## src/rtl/cbuf_pkg.sv

```systemverilog
// Shared definitions for the circular-buffer delay line: FSM state type and encodings.
package cbuf_pkg;

    localparam logic [1:0] ST_IDLE_ENC = 2'd0;
    localparam logic [1:0] ST_FILL_ENC = 2'd1;
    localparam logic [1:0] ST_RUN_ENC  = 2'd2;

    typedef enum logic [1:0] {
        ST_IDLE = ST_IDLE_ENC,
        ST_FILL = ST_FILL_ENC,
        ST_RUN  = ST_RUN_ENC
    } cbuf_state_e;

endpackage

```

## src/rtl/cbuf_dpram.sv

```systemverilog
// Simple dual-port buffer RAM: one synchronous write port, one synchronous read port.
module cbuf_dpram #(
    parameter int AW = 4,
    parameter int DW = 4
) (
    input  logic          clk,
    input  logic          we,
    input  logic [AW-1:0] wr_addr,
    input  logic [DW-1:0] wr_data,
    input  logic          re,
    input  logic [AW-1:0] rd_addr,
    output logic [DW-1:0] rd_data
);

    logic [DW-1:0] mem [2**AW];

    // Read data holds between reads so the controller sees a stable word.
    always_ff @(posedge clk) begin
        if (we) begin
            mem[wr_addr] <= wr_data;
        end
        if (re) begin
            rd_data <= mem[rd_addr];
        end
    end

endmodule

```

## src/rtl/cbuf_delay_ctrl.sv

```systemverilog
// Programmable sample delay line: delays the accepted-sample stream by D samples
// using a circular buffer, with IDLE/FILL/RUN sequencing and restart on cfg_load.
//
//   state | meaning
//   IDLE  | no delay configured since reset; ce ignored
//   FILL  | buffer priming, fewer than D samples stored
//   RUN   | D samples stored, each ce produces a delayed sample next cycle
module cbuf_delay_ctrl
    import cbuf_pkg::*;
#(
    parameter int AW = 4,
    parameter int DW = 4
) (
    input  logic          clk,
    input  logic          rst_n,
    input  logic          cfg_load,
    input  logic [AW-1:0] cfg_delay,
    output logic          cfg_err,
    input  logic          ce,
    input  logic [DW-1:0] din,
    output logic [DW-1:0] dout,
    output logic          dout_vld,
    output logic [1:0]    state,
    output logic [AW-1:0] fill
);

    localparam logic [AW-1:0] ONE = AW'(1);

    cbuf_state_e   st;
    logic [AW-1:0] dly;
    logic [AW-1:0] wr_ptr;
    logic [AW-1:0] fill_q;
    logic [AW-1:0] rd_addr;
    logic          vld_q;
    logic [DW-1:0] hold_q;
    logic [DW-1:0] rd_data;
    logic          cfg_ok;
    logic          active;
    logic          accept;

    assign cfg_ok  = cfg_load && (cfg_delay != '0);
    assign active  = (st == ST_FILL) || (st == ST_RUN);
    // A restart takes priority over a coincident sample, which is dropped.
    assign accept  = active && ce && !cfg_ok;
    assign rd_addr = wr_ptr - dly;

    always_ff @(posedge clk or negedge rst_n) begin
        if (!rst_n) begin
            st      <= ST_IDLE;
            dly     <= ONE;
            wr_ptr  <= '0;
            fill_q  <= '0;
            vld_q   <= 1'b0;
            hold_q  <= '0;
            cfg_err <= 1'b0;
        end else begin
            cfg_err <= cfg_load && (cfg_delay == '0);
            vld_q   <= accept && (st == ST_RUN);
            if (vld_q) begin
                hold_q <= rd_data;
            end
            if (cfg_ok) begin
                dly    <= cfg_delay;
                wr_ptr <= '0;
                fill_q <= '0;
                st     <= ST_FILL;
            end else begin
                case (st)
                    ST_FILL: begin
                        if (ce) begin
                            wr_ptr <= wr_ptr + ONE;
                            if (fill_q == dly - ONE) begin
                                fill_q <= dly;
                                st     <= ST_RUN;
                            end else begin
                                fill_q <= fill_q + ONE;
                            end
                        end
                    end
                    ST_RUN: begin
                        if (ce) begin
                            wr_ptr <= wr_ptr + ONE;
                        end
                    end
                    default: st <= ST_IDLE;
                endcase
            end
        end
    end

    cbuf_dpram #(
        .AW (AW),
        .DW (DW)
    ) u_ram (
        .clk     (clk),
        .we      (accept),
        .wr_addr (wr_ptr),
        .wr_data (din),
        .re      (accept),
        .rd_addr (rd_addr),
        .rd_data (rd_data)
    );

    // The RAM output is only trusted in the cycle a RUN read lands; otherwise the
    // last valid sample is replayed from hold_q.
    assign dout     = vld_q ? rd_data : hold_q;
    assign dout_vld = vld_q;
    assign state    = st;
    assign fill     = fill_q;

endmodule

```

## config.mk

```make
export PLATFORM = sky130hd
export DESIGN_NAME = cbuf_delay_ctrl
export DESIGN_NICKNAME = d
export VERILOG_FILES = /design/src/rtl/cbuf_pkg.sv /design/src/rtl/cbuf_dpram.sv /design/src/rtl/cbuf_delay_ctrl.sv
export SDC_FILE = /design/constraint.sdc
export NUM_CORES = 1
export LEC_CHECK = 0
export BUFFER_PORTS_ARGS = -buffer_cell sky130_fd_sc_hd__buf_2
export CORE_ASPECT_RATIO = 1.1
export CORE_MARGIN = 1.5
export CORE_UTILIZATION = 25
export DETAILED_ROUTE_END_ITERATION = 7
export GPL_TIMING_DRIVEN = 1
export SLEW_MARGIN = 20
export SYNTH_ARGS = -nofsm -noshare
export SYNTH_HDL_FRONTEND = slang
export SYNTH_SLANG_ARGS = --single-unit
```

## constraint.sdc

```tcl
create_clock -name clk -period 4.3 [get_ports clk]
set_input_delay 0.86 -clock clk [delete_from_list [all_inputs] [get_ports clk]]
set_output_delay 0.86 -clock clk [all_outputs]
set_load 0.1 [all_outputs]
```

==> out/metrics.yaml <==
status: "completed"
worstSetupEndpointType: "flip-flop"
rsz0062_at_grt: "false"
port_buffers: 23
final_layout_size_suffix_gt1_frac: 0.2322
grt_max_degree: 21
n_fill_cell: 1459
total_leakage_power_nw: 1.603
worstMarginPinSlew_ps: 989.0
syn_area_per_cell_um2: 16.10
synth_edf_count: 68
period_share: 0.6645
drtPass1Iterations: 4
ir_worst_vdd_mv: 0.2022
grt.overflow.total: 0
h-tree-depth: 3
synthToLayoutAreaGrowth_pct: 15.28
dp_hpwl_um: 5046
cp-start-kind: "flip-flop"
crit_type: "flip-flop to flip-flop"
cts.clk_slew.worst_paths_ps: 60
grt_usage: 0.09526
crit_slowest_cell: "fa_1"
crit_path_max_incr_delay_ps: 1030
viasPerCell: 4.309
powerDensity_nw_per_um2: 598.0
cp.required_ps: 4360
placed_area_um2: 4148
synth_top_family_by_area: "multiplexers"
async_flop_share: 0.2273
synth-seq-cells: 88
die_area_um2: 16080
path_buf_inv: 1
synth_mux_area_frac: 0.1424
setup_viol: 0
grt_pass1_wl_um: 11400
path_common_cell: "mux2i_1"
synth.distinct_cells: 38
slew_headroom: 0.3406
coreArea_um2: 15000
post_cts_buffers: 0
synthCells: 238
synth_adder_area_share: 0.04115
first_iter_violations: 117
rrSetupSlack_ps: 1440
clockBufferDepth: 2
cts_buffers: 9
grt_pass1_vias: 2050
cts_hold_buf: 0
post-route-min-period_ps: 2857
ys_warn_count: 0
crit_arrival_ps: 2910
io_pins: 24
clock-sinks: 88
totalWireLength_um: 7142
min_path_type: "input pin to asynchronous set/reset pin"
synth_area_um2: 3831
fin_tns_setup_ps: 0
cts_tree: "done"
cp_max_fo: 16
final_nets: 287
crit_chain: "ha_1, inv_2, fa_1, mux4_2, mux2i_1, mux2i_1"
report.final.hold_viol_count: 0
diodes: 0
vias: 1995
synthSimpleGateAreaFrac: 0.08197
synth_fp_nets: 262
clk_latency_ps: 330
max_cap_violations: 0
drv_slew: 0
antenna_found_initial: 0
synth-compound-area-share: 0.01960
finalInstanceArea_um2: 4417
critPathTopFamily: "adder cells"
die_h_um: 132.8
ys.flop_type: "edfxtp_1"
synthXorXnorAreaFrac: 0.03168
gp_congestion: 0.7537
seq_area_frac_synth: 0.6639
route.detailed.drc: 0
post_cts_resize_count: 0
start_util: 0.2555
cts_root_buffer: "clkbuf_16"
timing.fmax_mhz: 350.0
dieWidth_um: 121.0
rows: 47
antenna_left: 0
finClkSkew_ps: 9.389
wl_per_cell_um: 15.43
==> layout make-up <==
cell class                      count  area (um2)  area share
Timing Repair Buffer               23       115.1     0.02606
Clock inverter                      6       43.79    0.009915
Multi-Input combinational cell    133        1214      0.2748
Inverter                            8       30.03    0.006799
Sequential cell                    88        2544      0.5759
Tap cell                          196       245.2     0.05552
Clock buffer                        9       225.2     0.05099
==> final timing paths <==
kind / cells after the start / end / startpoint
setup reg to reg: 6 / u_ram.rd_data[2] / dly[0]
setup / recovery: 6 / u_ram.rd_data[2] / dly[0]
max in group asynchronous: 1 / dly[0] / rst_n
hold / removal: 1 / fill[0] / rst_n
hold reg to reg: 1 / hold_q[0] / hold_q[0]
min in group clk: 1 / hold_q[0] / hold_q[0]
==> kinds of logic (layout without fill, tap and decap cells) <==
family / after synthesis / after routing
compound gates: 13 / 13
xor+xnor: 13 / 13
fa+ha+maj: 12 / 12
buf+inv: 17 / 46
flops: 88 / 88
mux: 34 / 34
simple gates: 61 / 61
==> cells in the final DEF (no fill, tap or decap), types with 2 or more instances in the layout <==
cell and n:
nor2b_1 2, clkbuf_16 9, buf_2 23, inv_1 7
inv_6 2, nand2b_1 3, nand2_1 14, xnor2_1 9
nor3_1 5, and2_1 3, nand3_1 6, ha_1 11
a211o_1 2, a21oi_1 5, mux2_2 4, edfxtp_1 68
mux2i_1 14, nand4_1 2, mux4_2 16, xor2_1 3
o21ai_0 2, o21ai_1 3, nor2_1 18, dfrtp_1 19
clkinv_4 2
==> flip-flops by register name (all words and copies together) (netlist names) <==
signal and cells:
dout_vld 1, wr_ptr 4, dly 4, u_ram.rd_data 4, hold_q 4, u_ram.mem 64, fill 4, state 2
cfg_err 1
==> power breakdown <==
| group | switching (mW) | internal [mW] |
|---|---|---|
| Sequential | 0.0567 | 0.997 |
| Combinational | 0.541 | 0.338 |
| Clock | 0.318 | 0.391 |
==> synthesized netlist by cell type (2+ instances only) <==
master	instances	area share
nand3_1	6	0.0078
clkbuf_1	4	0.0039
dfrtp_1	19	0.12
nand2_1	14	0.014
mux2i_1	14	0.037
and2_1	3	0.0049
nand4_1	2	0.0033
a211o_1	2	0.0046
nor2_1	18	0.018
ha_1	11	0.036
nand2b_1	3	0.0049
mux2_2	4	0.012
xor2_1	3	0.0069
mux4_2	16	0.094
a21oi_1	5	0.0065
o21ai_0	2	0.0026
buf_4	2	0.0039
edfxtp_1	68	0.53
buf_2	2	0.0026
xnor2_1	9	0.021
o21ai_1	3	0.0039
nor3_1	5	0.0065
nor2b_1	2	0.0033
inv_1	7	0.0069
==> per-layer routing <==
metal / track usage / part of all wire / vias to the layer above
met3: 0.03621 / 0.048 / 4
met1: 0.1255 / 0.45 / 1007
met2: 0.1493 / 0.49 / 45
li1: - / - / 939
met4: 0.02157 / 0.0049 / 0
met5: 0 / 0 / -
==> metrics by stage <==
step	hold slack (ps)	power, mW	utilization	worst slack (ps)	cells
6_report	475.8	2.641	0.2945	1443	463
2_1_floorplan	505.3	1.783	-	1493	238
5_1_grt	501.0	2.769	0.2945	1272	463
3_5_place_dp	490.4	1.964	0.2766	1206	448
4_1_cts	484.4	2.674	0.2945	1383	463
3_3_place_gp	484.6	1.947	0.2766	1293	448
No activity file was read; power rests on OpenSTA's default activity.
